==> src/rtl/rpn_pkg.sv <==
// rpn_pkg: shared types and constants for the RPN command sequencer.
// Opcode 111 is MUL only when RPN_MUL_EN is defined; otherwise it is rejected as illegal.
package rpn_pkg;

    // Command opcodes as presented on cmd_op.
    typedef enum logic [2:0] {
        OpLit  = 3'b000,
        OpAdd  = 3'b001,
        OpSub  = 3'b010,
        OpAnd  = 3'b011,
        OpOr   = 3'b100,
        OpXor  = 3'b101,
        OpDrop = 3'b110,
        OpMul  = 3'b111
    } op_e;

    // Sequencer states.
    typedef enum logic [2:0] {
        StIdle,
        StPopB,
        StPopA,
        StExec,
        StPush,
        StSet1,
        StSet2
    } state_e;

    // Cycles the stack needs after a push before it can take another pop or push.
    localparam int unsigned RPN_SETTLE = 2;

endpackage

==> src/rtl/rpn_if.sv <==
// rpn_if: command/result handshake between a command source and rpn_ctrl.
interface rpn_if
    import rpn_pkg::*;
#(
    parameter int unsigned W = 8
) ();
    logic         cmd_valid;
    logic         cmd_ready;
    op_e          cmd_op;
    logic [W-1:0] cmd_data;
    logic [W-1:0] result;
    logic         result_valid;

    modport master (
        output cmd_valid, cmd_op, cmd_data,
        input  cmd_ready, result, result_valid
    );

    modport slave (
        input  cmd_valid, cmd_op, cmd_data,
        output cmd_ready, result, result_valid
    );
endinterface

==> src/rtl/rpn_alu.sv <==
// rpn_alu: combinational binary operator y = a op b, results wrap mod 2^W.
// The multiplier exists only when RPN_MUL_EN is defined.
module rpn_alu
    import rpn_pkg::*;
#(
    parameter int unsigned W = 8
) (
    input  logic [W-1:0] a,
    input  logic [W-1:0] b,
    input  op_e          op,
    output logic [W-1:0] y
);

    // Select the operation; non-arithmetic opcodes yield zero.
    always_comb begin
        y = '0;
        case (op)
            OpAdd: y = a + b;
            OpSub: y = a - b;
            OpAnd: y = a & b;
            OpOr:  y = a | b;
            OpXor: y = a ^ b;
`ifdef RPN_MUL_EN
            OpMul: y = a * b; // low W bits of the product
`endif
            default: y = '0;
        endcase
    end

endmodule

==> src/rtl/rpn_ctrl.sv <==
// rpn_ctrl: turns RPN commands into push/pop traffic on a LIFO stack with no full flag,
// tracks occupancy locally and raises sticky underflow/overflow/illegal errors.
// Build option: RPN_MUL_EN enables opcode 111 (MUL); without it MUL sets err_illegal.
module rpn_ctrl
    import rpn_pkg::*;
#(
    parameter int unsigned W     = 8,
    parameter int unsigned DEPTH = 32
) (
    input  logic                         m_clock,
    input  logic                         p_reset,
    rpn_if.slave                         bus,
    input  logic                         err_clr,
    output logic [$clog2(DEPTH+1)-1:0]   depth,
    output logic                         err_underflow,
    output logic                         err_overflow,
    output logic                         err_illegal,
    output logic                         stk_push,
    output logic [W-1:0]                 stk_in,
    output logic                         stk_pop,
    input  logic [W-1:0]                 stk_out,
    input  logic                         stk_is_empty
);

    localparam int unsigned DW = $clog2(DEPTH + 1);
    localparam logic [DW-1:0] DepthFull = DW'(DEPTH);

    state_e       state;
    op_e          op_q;
    logic [W-1:0] a_q;
    logic [W-1:0] b_q;
    logic [W-1:0] alu_y;

    rpn_alu #(
        .W (W)
    ) u_alu (
        .a  (a_q),
        .b  (b_q),
        .op (op_q),
        .y  (alu_y)
    );

    // Handshake and stack strobes come straight off the state register.
    assign bus.cmd_ready = (state == StIdle);
    assign stk_pop       = (state == StPopB) || (state == StPopA);
    assign stk_push      = (state == StPush);

    // Sequencer: accepts or rejects commands, walks pop/exec/push, keeps depth and errors.
    always_ff @(posedge m_clock or negedge p_reset) begin
        if (!p_reset) begin
            state            <= StIdle;
            op_q             <= OpLit;
            a_q              <= '0;
            b_q              <= '0;
            bus.result       <= '0;
            bus.result_valid <= 1'b0;
            stk_in           <= '0;
            depth            <= '0;
            err_underflow    <= 1'b0;
            err_overflow     <= 1'b0;
            err_illegal      <= 1'b0;
        end else begin
            bus.result_valid <= 1'b0;
            // Clear first so a same-cycle set (assigned later) wins.
            if (err_clr) begin
                err_underflow <= 1'b0;
                err_overflow  <= 1'b0;
                err_illegal   <= 1'b0;
            end
            case (state)
                StIdle: begin
                    if (bus.cmd_valid) begin
                        op_q <= bus.cmd_op;
                        case (bus.cmd_op)
                            OpLit: begin
                                if (depth == DepthFull) begin
                                    err_overflow <= 1'b1;
                                end else begin
                                    stk_in <= bus.cmd_data;
                                    state  <= StPush;
                                end
                            end
                            OpDrop: begin
                                if (depth == '0) err_underflow <= 1'b1;
                                else             state         <= StPopB;
                            end
`ifndef RPN_MUL_EN
                            OpMul: err_illegal <= 1'b1;
`endif
                            default: begin
                                if (depth < DW'(2)) err_underflow <= 1'b1;
                                else                state         <= StPopB;
                            end
                        endcase
                    end
                end
                StPopB: begin
                    b_q   <= stk_out;
                    depth <= depth - 1'b1;
                    state <= (op_q == OpDrop) ? StIdle : StPopA;
                end
                StPopA: begin
                    a_q   <= stk_out;
                    depth <= depth - 1'b1;
                    state <= StExec;
                end
                StExec: begin
                    bus.result       <= alu_y;
                    stk_in           <= alu_y;
                    bus.result_valid <= 1'b1;
                    state            <= StPush;
                end
                StPush: begin
                    depth <= depth + 1'b1;
                    state <= StSet1;
                end
                StSet1:  state <= StSet2;
                StSet2:  state <= StIdle;
                default: state <= StIdle;
            endcase
        end
    end

`ifndef SYNTHESIS
    // Warn when our occupancy disagrees with the stack's own empty flag.
    always_ff @(posedge m_clock) begin
        if (p_reset && (state == StIdle) && (stk_is_empty != (depth == '0))) begin
            $warning("rpn_ctrl: stk_is_empty=%0b disagrees with depth=%0d", stk_is_empty, depth);
        end
    end
`endif

endmodule

==> src/flat_wrapper.sv <==
// flat-port wrapper written by rule: the top's interface ports become plain ports
module rpn_ctrl_flat import rpn_pkg::*;
#(
    parameter int unsigned W     = 8,
    parameter int unsigned DEPTH = 32
)
  (m_clock, p_reset, err_clr, depth, err_underflow, err_overflow, err_illegal, stk_push, stk_in, stk_pop, stk_out, stk_is_empty, bus_cmd_valid, bus_cmd_op, bus_cmd_data, bus_cmd_ready, bus_result, bus_result_valid);
  rpn_if #(.W(W)) bus_i ();
  input  logic m_clock;
  input  logic p_reset;
  input  logic err_clr;
  output logic [$clog2(DEPTH+1)-1:0] depth;
  output logic err_underflow;
  output logic err_overflow;
  output logic err_illegal;
  output logic stk_push;
  output logic [W-1:0] stk_in;
  output logic stk_pop;
  input  logic [W-1:0] stk_out;
  input  logic stk_is_empty;
  input wire logic [$bits(bus_i.cmd_valid)-1:0] bus_cmd_valid;
  input wire logic [$bits(bus_i.cmd_op)-1:0] bus_cmd_op;
  input wire logic [$bits(bus_i.cmd_data)-1:0] bus_cmd_data;
  output wire logic [$bits(bus_i.cmd_ready)-1:0] bus_cmd_ready;
  output wire logic [$bits(bus_i.result)-1:0] bus_result;
  output wire logic [$bits(bus_i.result_valid)-1:0] bus_result_valid;
  assign bus_i.cmd_valid = bus_cmd_valid;
  assign bus_i.cmd_op = bus_cmd_op;
  assign bus_i.cmd_data = bus_cmd_data;
  assign bus_cmd_ready = bus_i.cmd_ready;
  assign bus_result = bus_i.result;
  assign bus_result_valid = bus_i.result_valid;
  rpn_ctrl #(.W(W), .DEPTH(DEPTH)) u_core (.m_clock(m_clock), .p_reset(p_reset), .bus(bus_i), .err_clr(err_clr), .depth(depth), .err_underflow(err_underflow), .err_overflow(err_overflow), .err_illegal(err_illegal), .stk_push(stk_push), .stk_in(stk_in), .stk_pop(stk_pop), .stk_out(stk_out), .stk_is_empty(stk_is_empty));
endmodule
==> config.mk <==
export PLATFORM = sky130hd
export DESIGN_NAME = rpn_ctrl_flat
export DESIGN_NICKNAME = d
export VERILOG_FILES = /design/src/rtl/rpn_pkg.sv /design/src/rtl/rpn_if.sv /design/src/rtl/rpn_alu.sv /design/src/rtl/rpn_ctrl.sv /design/src/flat_wrapper.sv
export SDC_FILE = /design/constraint.sdc
export NUM_CORES = 1
export LEC_CHECK = 0
export CAP_MARGIN = 30
export CORE_ASPECT_RATIO = 0.6
export CORE_UTILIZATION = 40
export CTS_BUF_LIST = sky130_fd_sc_hd__clkbuf_8 sky130_fd_sc_hd__clkbuf_16
export CTS_CLUSTER_SIZE = 14
export DETAILED_ROUTE_END_ITERATION = 10
export HOLD_SLACK_MARGIN = 0.06
export PLACE_DENSITY = 0.65
export RECOVER_POWER = 100
export SYNTH_ARGS = -nofsm -noshare
export SYNTH_HDL_FRONTEND = slang
export SYNTH_HIERARCHICAL = 1
export SYNTH_SLANG_ARGS = --single-unit
==> constraint.sdc <==
create_clock -name m_clock -period 2.6 [get_ports m_clock]
set_input_delay 0.52 -clock m_clock [delete_from_list [all_inputs] [get_ports m_clock]]
set_output_delay 0.52 -clock m_clock [all_outputs]
set_load 0.03 [all_outputs]
==> run metrics <==
crit-path cells nand2b_4 > nor2_4 > mux2_4 > fa_2 > nor2b_2 > o21ai_2 > a21boi_2 > o21a_1 > nor3_2 > o31ai_2 > nand2_1 > a41oi_2; CP Class reg -> reg; CTS tree yes; sequential fraction of the synthesis area 37.1%; Worst-Margin Slew 1.24 ns; # IOs 53; mux share of post-synthesis cell area between 7 and 8%; Crit path required time 2.82 ns; Synth Area in XOR/XNOR about 4.8%; Max Slew Vio Count 0; worst skew pair latency between 0.2 and 0.3 ns; htree depth 2; Clk Tree Root Cell clkbuf_16; CP endpoint kind flop; grt met2 use 27.4%; complex-gate fraction of the synthesized area 17.6%; Port Buf Inserts between 50 and 60; synth warn 6; final instance area a little over 4000 um^2; Worst Skew 0.00556 ns; arrival time worst endpoint roughly 2.9 ns; Die Height roughly 72 um; detailed-route wire length slightly below 8 mm; leading area contributor after synthesis dfrtp_1; crit-path max cell delay roughly 0.38 ns; status complete, but fails checks; ANT nets after route 0; Post-DP HPWL around 5.6 mm; DIE WIDTH 118 um; post-synthesis adder-cell area fraction roughly 12%; Rows 24; global route overflow 0; post-synth top area share approximately 37%; Register Area around 1200 um^2; Cells after Synth roughly 330; Area Growth Syn to Fin 27.1%; Max-cap violations 0; DIE AREA 8470 um^2; share of post-route cells with drive strength above 1 between 10% and 20%; 1st-pass router iterations 4; worst hold path class reg -> reg; Fin. Hold Viols 0; combinational family with the most area after synthesis compound AO/OA/AOI/OAI gates; met3 global-route usage between 6 and 7%; CTS buffer count 5; top post-synthesis cells by area dfrtp_1, ha_1, mux2_2; area of the multi-input gates 1880 um^2; Tot GR Track Use roughly a fifth; Layout Nets between 400 and 500; pre-CTS WS -0.0667 ns; CP max-delay cell dfrtp_1; Worst slew margin 17.3%; Cell Area, Synth 3240 um^2; first-pass GRT wire length between 10 and 15 mm; most used routing layer met1; fraction of registers with async set/reset 100%; CP Launch Type flop; Longest Clk Path Bufs 2; Commonest cells post-synth dfrtp_1, nand2_1, ha_1; post-layout min period 2.64 ns; flops & latches, synth between 40 and 50; core area 7540 um^2; initial antenna violation count 0; setup ws final -0.0387 ns; Routed wire per std cell ~15 um; Vias/cell approximately 5.1; Post-Syn Nets ~390; detailed-route via count about 2,600; dpl cell area around 3900 um^2; Cell variety after synth 54; drt initial violations between 100 and 150; RD Place Congestion slightly above 0.8; Main synth FF type dfrtp_1; failing checks setup timing; number of synthesized flops with an enable pin 0; maximum clock frequency 379 MHz; total negative slack -0.0537 ns; vias in the first global route approximately 2,500; pin count of the biggest net entering global routing 49; most common cell in the netlist dfrtp_1; clk sinks 48; FF-to-FF setup slack -0.04 ns; GRT met1 Usage a little under a third; Starting Density between 40% and 50%; FILL cells 695; final period utilization 101%; Simple-Gate Fraction of Synth Area approximately 15%; Ant. Diodes 0; final setup vio count 2; clk slew on worst S/H paths 0.07 ns; crit-path max FO 3; # DRC 0; RSZ-0062 raised after global routing true; Post-Syn Area per Cell around 10 um^2
cell type report:
cell class / instances / area share [%]
clock buffer: 6 / 3.37
clock inverter: 2 / 0.334
inverter: 28 / 2.55
multi-input combinational: 247 / 45.8
sequential: 48 / 29.2
tap: 104 / 3.16
timing repair buffer: 72 / 15.6
cells by family (layout without fill, tap and decap cells):
logic type	count (synthesis)	in the layout
xor gates and xnor gates	17	17
muxes	23	23
AOI/OAI and AO/OA	78	78
and+or+nand+nor	99	99
buffers and inverters	38	108
DFF	48	48
adders and majority gates	30	30
final timing paths:
kind / start / to / cells past startpoint
worst max-delay path: u_core/op_q[0] / u_core/stk_in[6] / 12
worst min-delay path: u_core/bus.result[6] / u_core/bus.result[6] / 2
worst max register to register: u_core/op_q[0] / u_core/stk_in[6] / 12
worst min register to register: u_core/bus.result[6] / u_core/bus.result[6] / 2
max in group asynchronous: p_reset / u_core/b_q[7] / 2
min in group asynchronous: p_reset / u_core/b_q[1] / 2
through the flow:
stage | instances | hold slack [ns] | util (%)
floorplan | 333 | 0.224 | -
global placement | 495 | 0.457 | 52.3
detailed placement | 495 | 0.471 | 52.3
CTS | 503 | 0.354 | 54.4
global route | 507 | 0.506 | 54.6
finish | 507 | 0.482 | 54.6
sequential cells by signal, summed over array words and instances (netlist names), 3 cells and up:
register / flops
u_core/state: 3
u_core/a_q: 8
u_core/bus.result: 8
u_core/depth: 6
u_core/op_q: 3
u_core/stk_in: 8
u_core/b_q: 8
per-layer routing:
metal,up-vias,part of all wire (%)
li1,1291,-
met1,1202,53
met2,69,39
met3,2,7.6
met4,0,0.48
met5,-,0
critical path, delay by kind of cell, from the launching register on:
kind,cells,cell delay (ns)
simple gates,5,0.59
fa+ha+maj,1,0.36
flops,1,0.38
compound gates,5,0.91
mux,1,0.33
cell usage in the layout (no fill, tap or decap), types with 3 or more instances in the layout:
cell type,n
ha_1,27
a31oi_1,3
a21o_1,4
mux2_2,19
a21oi_2,3
dlygate4sd3_1,27
dfrtp_1,48
clkbuf_1,4
nand2b_1,5
xor2_1,5
clkbuf_16,5
clkdlybuf4s50_1,22
nand2_1,47
o21ai_1,4
inv_1,25
buf_4,17
a21oi_1,22
o22ai_1,3
a41oi_1,6
nor2_1,23
o21ai_0,11
nand3_1,3
mux2i_1,3
xnor2_1,11
timing repair:
action | in CTS | in global routing
setup buffers | 0 | 4
pin swaps | 6 | 7
hold buffers | 0 | 0
gates resized for setup | 3 | 13
endpoints found under the setup margin | 1 | 8
Power is left out: the tool's default activity adds up to more than one toggle a clock period on the data nets, which glitch-free logic cannot reach.
==> RTL edit 1, RTL diff (config.mk and constraints unchanged) <==
Re-encode `state_e` (7 states) as one-hot, 7 bits wide.
--- a/src/rtl/rpn_pkg.sv
+++ b/src/rtl/rpn_pkg.sv
@@ -17,10 +17,10 @@
     // Sequencer states.
-    typedef enum logic [2:0] {
-        StIdle,
-        StPopB,
-        StPopA,
-        StExec,
-        StPush,
-        StSet1,
-        StSet2
+    typedef enum logic [6:0] {
+        StIdle = 7'b0000001,
+        StPopB = 7'b0000010,
+        StPopA = 7'b0000100,
+        StExec = 7'b0001000,
+        StPush = 7'b0010000,
+        StSet1 = 7'b0100000,
+        StSet2 = 7'b1000000
     } state_e;
Behaviour: same outputs for any inputs over 10 cycles, from zero or initial values and one cycle with p_reset low; not proved beyond that.
==> RTL edit 1 against the unedited design <==
- synthesized area is 5.4% higher
- setup slack better by 17 ps
- first-iteration DRC count is 130% higher
- via count is 14% higher
- sequential cell count is 4 higher
- global-route usage is 1.4 points higher
- highest routed layer unchanged
- the flow still finishes with violations (negative setup slack)
- wire length is 20% higher
- cell area is 9.8% higher
- synthesized cell count is 8.7% higher
==> RTL edit 1: results (changes against the unedited design) <==
Worst Hold Class = input pin to asynchronous set/reset pin (was flip-flop to flip-flop)
First DRT Iteration DRCs = 286 (was 124)
maximum VDD drop = 0.614 mV
Post-Layout Cell Count = 549 (was 507)
routed via count = 2926 (was 2564)
number of global-route vias before repair = 2840 (was 2492)
Worst Path Arrival = 2790 ps (was 2860 ps)
syn_area_per_cell = 9.43 um^2 (was 9.72 um^2)
Leakage = 2.00 nW
violated checks = negative setup slack (unchanged)
Worst Path Max Fanout = 4 (was 3)
Worst-Margin Slew = 1050 ps (was 1240 ps)
Filler cells = 728 (was 695)
Signal inverters = 29 (was 28)
FF/Latch Area = 1300 um^2 (was 1200 um^2)
Routed WL = 9220 um (was 7680 um)
first-pass GRT wire length = 14600 um (was 13000 um)
sequential share of the synthesized area = 0.382 (was 0.371)
clk tree area frac = 0.0338 (was 0.0371)
routability cong. = 0.859 (was 0.808)
Setup Skew = 3.11 ps (was 5.56 ps)
met2 routed WL = 3740 um (was 2980 um)
met3 usage = 0.0357 (was 0.0613)
total CTS buffers = 5 (unchanged)
r2r worst-path depth = 14 (was 12)
top post-synthesis cells by count = 51 x dfrtp_1, 45 x nand2_1, 31 x nor2_1 (was 48 x dfrtp_1, 47 x nand2_1, 28 x ha_1)
GR met2 Demand/Resource = 0.312 (was 0.274)
reg2reg end = u_core/stk_in[7] (was u_core/stk_in[6])
NonClk Buf Share = 0.158 (was 0.156)
setup violators final = 3 (was 2)
final hold slack = 332 ps (was 482 ps)
Critical R2R Launch = u_core/op_q[1] (was u_core/op_q[0])
met3 routed WL = 590 um (was 581 um)
pin count of the biggest net entering global routing = 27 (was 49)
Netlist cell types = 63 (was 54)
crit-path leading delay family = compound AO/OA/AOI/OAI gates (unchanged)
M1 GR Usage = 0.335 (was 0.304)
setup ws final = -21.8 ps (was -38.7 ps)
fin nets = 494 (was 456)
FFs & Latches = 52 (was 48)
detailed placement HPWL = 6960 um (was 5640 um)
max incr delay on CP = 410 ps (was 380 ps)
internal power = 0.00372 W
status = finished with violations (unchanged)
Non-CTS buffers = 81 (was 72)
total track usage = 0.216 (was 0.202)
multi-input gates = 271 (was 247)
Mapped Nets = 416 (was 387)
synth top area cells = dfrtp_1 37%, ha_1 10%, mux2_2 5.9% (was dfrtp_1 37%, ha_1 11%, mux2_2 7.0%)
==> RTL edit 1: cell families (layout without fill, tap and decap cells) <==
family                     Yosys count  count (layout)  synth area share
and+or+nand+nor                    130             130             0.198
DFF                                 52              52             0.382
xor gates and xnor gates            16              16            0.0433
buffers and inverters               39             118            0.0451
adders and majority gates           30              30             0.114
muxes                               21              21            0.0682
AOI/OAI and AO/OA                   74              74             0.149
==> RTL edit 1: metrics by stage <==
step	setup TNS (ps)	utilization	total power, W	instance area [um^2]	setup WS (ps)
2_1_floorplan	-7.71	-	0.00451	3510	-7.71
3_3_place_gp	0	0.532	0.00576	4300	19.8
3_5_place_dp	-51.9	0.532	0.00591	4300	-43.9
4_1_cts	0	0.553	0.00670	4460	0.838
5_1_grt	-481	0.560	0.00744	4520	-135
6_report	-27.7	0.560	0.00694	4520	-21.8
==> RTL edit 1: worst max-delay path by stage <==
stage	startpoint	to	slack, ps	cells past startpoint
after floorplan	u_core/state[6]	u_core/depth[5]	-8	9
after global placement	u_core/op_q[0]	u_core/stk_in[6]	20	12
after detailed placement	u_core/op_q[0]	u_core/stk_in[6]	-40	12
after CTS	u_core/state[0]	bus_cmd_ready	0.8	4
after global routing	u_core/op_q[0]	u_core/stk_in[6]	-130	14
final	u_core/op_q[1]	u_core/stk_in[7]	-20	14
==> RTL edit 1: power by group through the flow <==
stage | logic [W] | registers (W) | clock network (W)
floorplan | 0.00269 | 0.00181 | 0
global placement | 0.00426 | 0.00150 | 0
detailed placement | 0.00438 | 0.00153 | 0
CTS | 0.00447 | 0.00151 | 0.000718
global route | 0.00513 | 0.00156 | 0.000740
finish | 0.00472 | 0.00152 | 0.000704
==> RTL edit 1: what timing repair did <==
action,4_1_cts,5_1_grt
gates resized for setup,4,13
buffers inserted,0,3
setup endpoints to repair,3,10
pin swaps,0,13
==> RTL edit 2, RTL diff (same flow settings) <==
Without the edit above. The option `RPN_MUL_EN` is turned on by a define.
--- a/src/rtl/rpn_alu.sv
+++ b/src/rtl/rpn_alu.sv
@@ -2,2 +2,4 @@
 // The multiplier exists only when RPN_MUL_EN is defined.
+`define RPN_MUL_EN
+
 module rpn_alu
Function: changed (a bounded check fails within 4 cycles, from zero or initial values and one cycle with p_reset low).
==> RTL edit 2 against the unedited design <==
- synthesized area grew 25%
- non-clock buffer count increased by 53
- wire length is 40% higher
- final cell count grew 33%
- die area increased by 24%
- sequential cell count down 1
- setup slack worse by 1400 ps
- cell area up 38%
- clock skew up 0.52 ps
- the flow finishes with violations (max-capacitance violations, max-slew violations, negative setup slack)
- sequential share of layout area decreased by 8.3 points
Power is left out: the tool's default activity adds up to more than one toggle a clock period on the data nets, which glitch-free logic cannot reach.
==> RTL edit 2: results (changes against the unedited design) <==
synth top area cells = dfrtp_1 29%, ha_1 14%, mux2_2 7.5% (was dfrtp_1 37%, ha_1 11%, mux2_2 7.0%)
Vias per Instance = 4.99 (was 5.06)
max-slew violations = 37 (was 0)
dpl cell area = 5190 um^2 (was 3940 um^2)
Slew HR = -0.308 (was 0.173)
status = finished with violations (unchanged)
min-delay src = u_core/bus.result[2] (was u_core/bus.result[6])
ratio of cells with drive above 1 in the final layout = 0.350 (was 0.196)
detailed placement HPWL = 8290 um (was 5640 um)
GR met2 Demand/Resource = 0.309 (was 0.274)
r2r worst-path depth = 17 (was 12)
routability cong. = 0.893 (was 0.808)
Worst Path Arrival = 4160 ps (was 2860 ps)
first-pass GRT wire length = 17200 um (was 13000 um)
M1 GR Usage = 0.319 (was 0.304)
setup ws final = -1390 ps (was -38.7 ps)
Routed WL = 10800 um (was 7680 um)
number of global-route vias before repair = 3391 (was 2492)
Filler cells = 809 (was 695)
setup tns final = -9740 ps (was -53.7 ps)
crit path from = u_core/a_q[3] (was u_core/op_q[0])
Max-Cap Viols = 1 (was 0)
sequential share of the synthesized area = 0.291 (was 0.371)
WL met1 = 5590 um (was 4080 um)
Hold Path End = u_core/bus.result[2] (was u_core/bus.result[6])
Mapped Nets = 509 (was 387)
Post-CTS Resized = 31 (was 3)
setup violators final = 13 (was 2)
port buffer count = 50 (was 51)
pin count of the biggest net entering global routing = 37 (was 49)
violated checks = max-capacitance violations, max-slew violations, negative setup slack (was negative setup slack)
total track usage = 0.210 (was 0.202)
Worst Path Max Fanout = 4 (was 3)
[RTL edit 2: cell types whose count changed in the layout (fill, tap and decap cells not counted), sizes merged, moves of 7 or more]
cell | before | now
xnor2 | 12 | 30
nor2 | 26 | 35
ha | 28 | 44
nand2 | 49 | 62
buf | 18 | 71
fa | 2 | 14
inv | 28 | 49
mux2 | 20 | 35
o21ai | 18 | 8
a41oi | 8 | 1
[RTL edit 2: critical path, cell delays in order (launching register included)]
cell and delay [ps]:
dfrtp_2 440, nand2_2 80, fa_2 390, fa_1 480
inv_1 50, fa_1 470, inv_1 50, fa_1 490
inv_2 50, ha_4 220, buf_4 140, xnor2_2 140
mux2_4 280, a21oi_4 150, a21oi_2 50, nand2_1 80
nand2_1 60, mux2_4 260
[RTL edit 2: cell type report]
type                    instances  share of cell area
clock buffers                   5              0.0220
clock inverters                 3             0.00287
inverters                      49              0.0350
multi-input cells             317               0.512
flip-flops and latches         47               0.209
well taps                     130              0.0287
repair buffers                125               0.191
[RTL edit 2: logic make-up (layout without fill, tap and decap cells)]
family | after synthesis | in the layout | synth area share
simple gates | 127 | 127 | 0.148
buf+inv | 63 | 182 | 0.0699
other cells | 1 | 1 | 0.000928
mux | 36 | 36 | 0.107
fa+ha+maj | 58 | 58 | 0.206
xor+xnor | 36 | 36 | 0.0836
compound gates | 59 | 59 | 0.0941
flops | 47 | 47 | 0.291
[RTL edit 2: through the flow]
step           worst slack (ps)  hold slack (ps)  instances   util
2_1_floorplan             -1210              224        427      -
3_3_place_gp              -1300              455        655  0.546
3_5_place_dp              -1400              462        655  0.546
5_1_grt                   -1530              510        676  0.598
6_report                  -1390              464        676  0.598
4_1_cts                   -1360              352        667  0.577
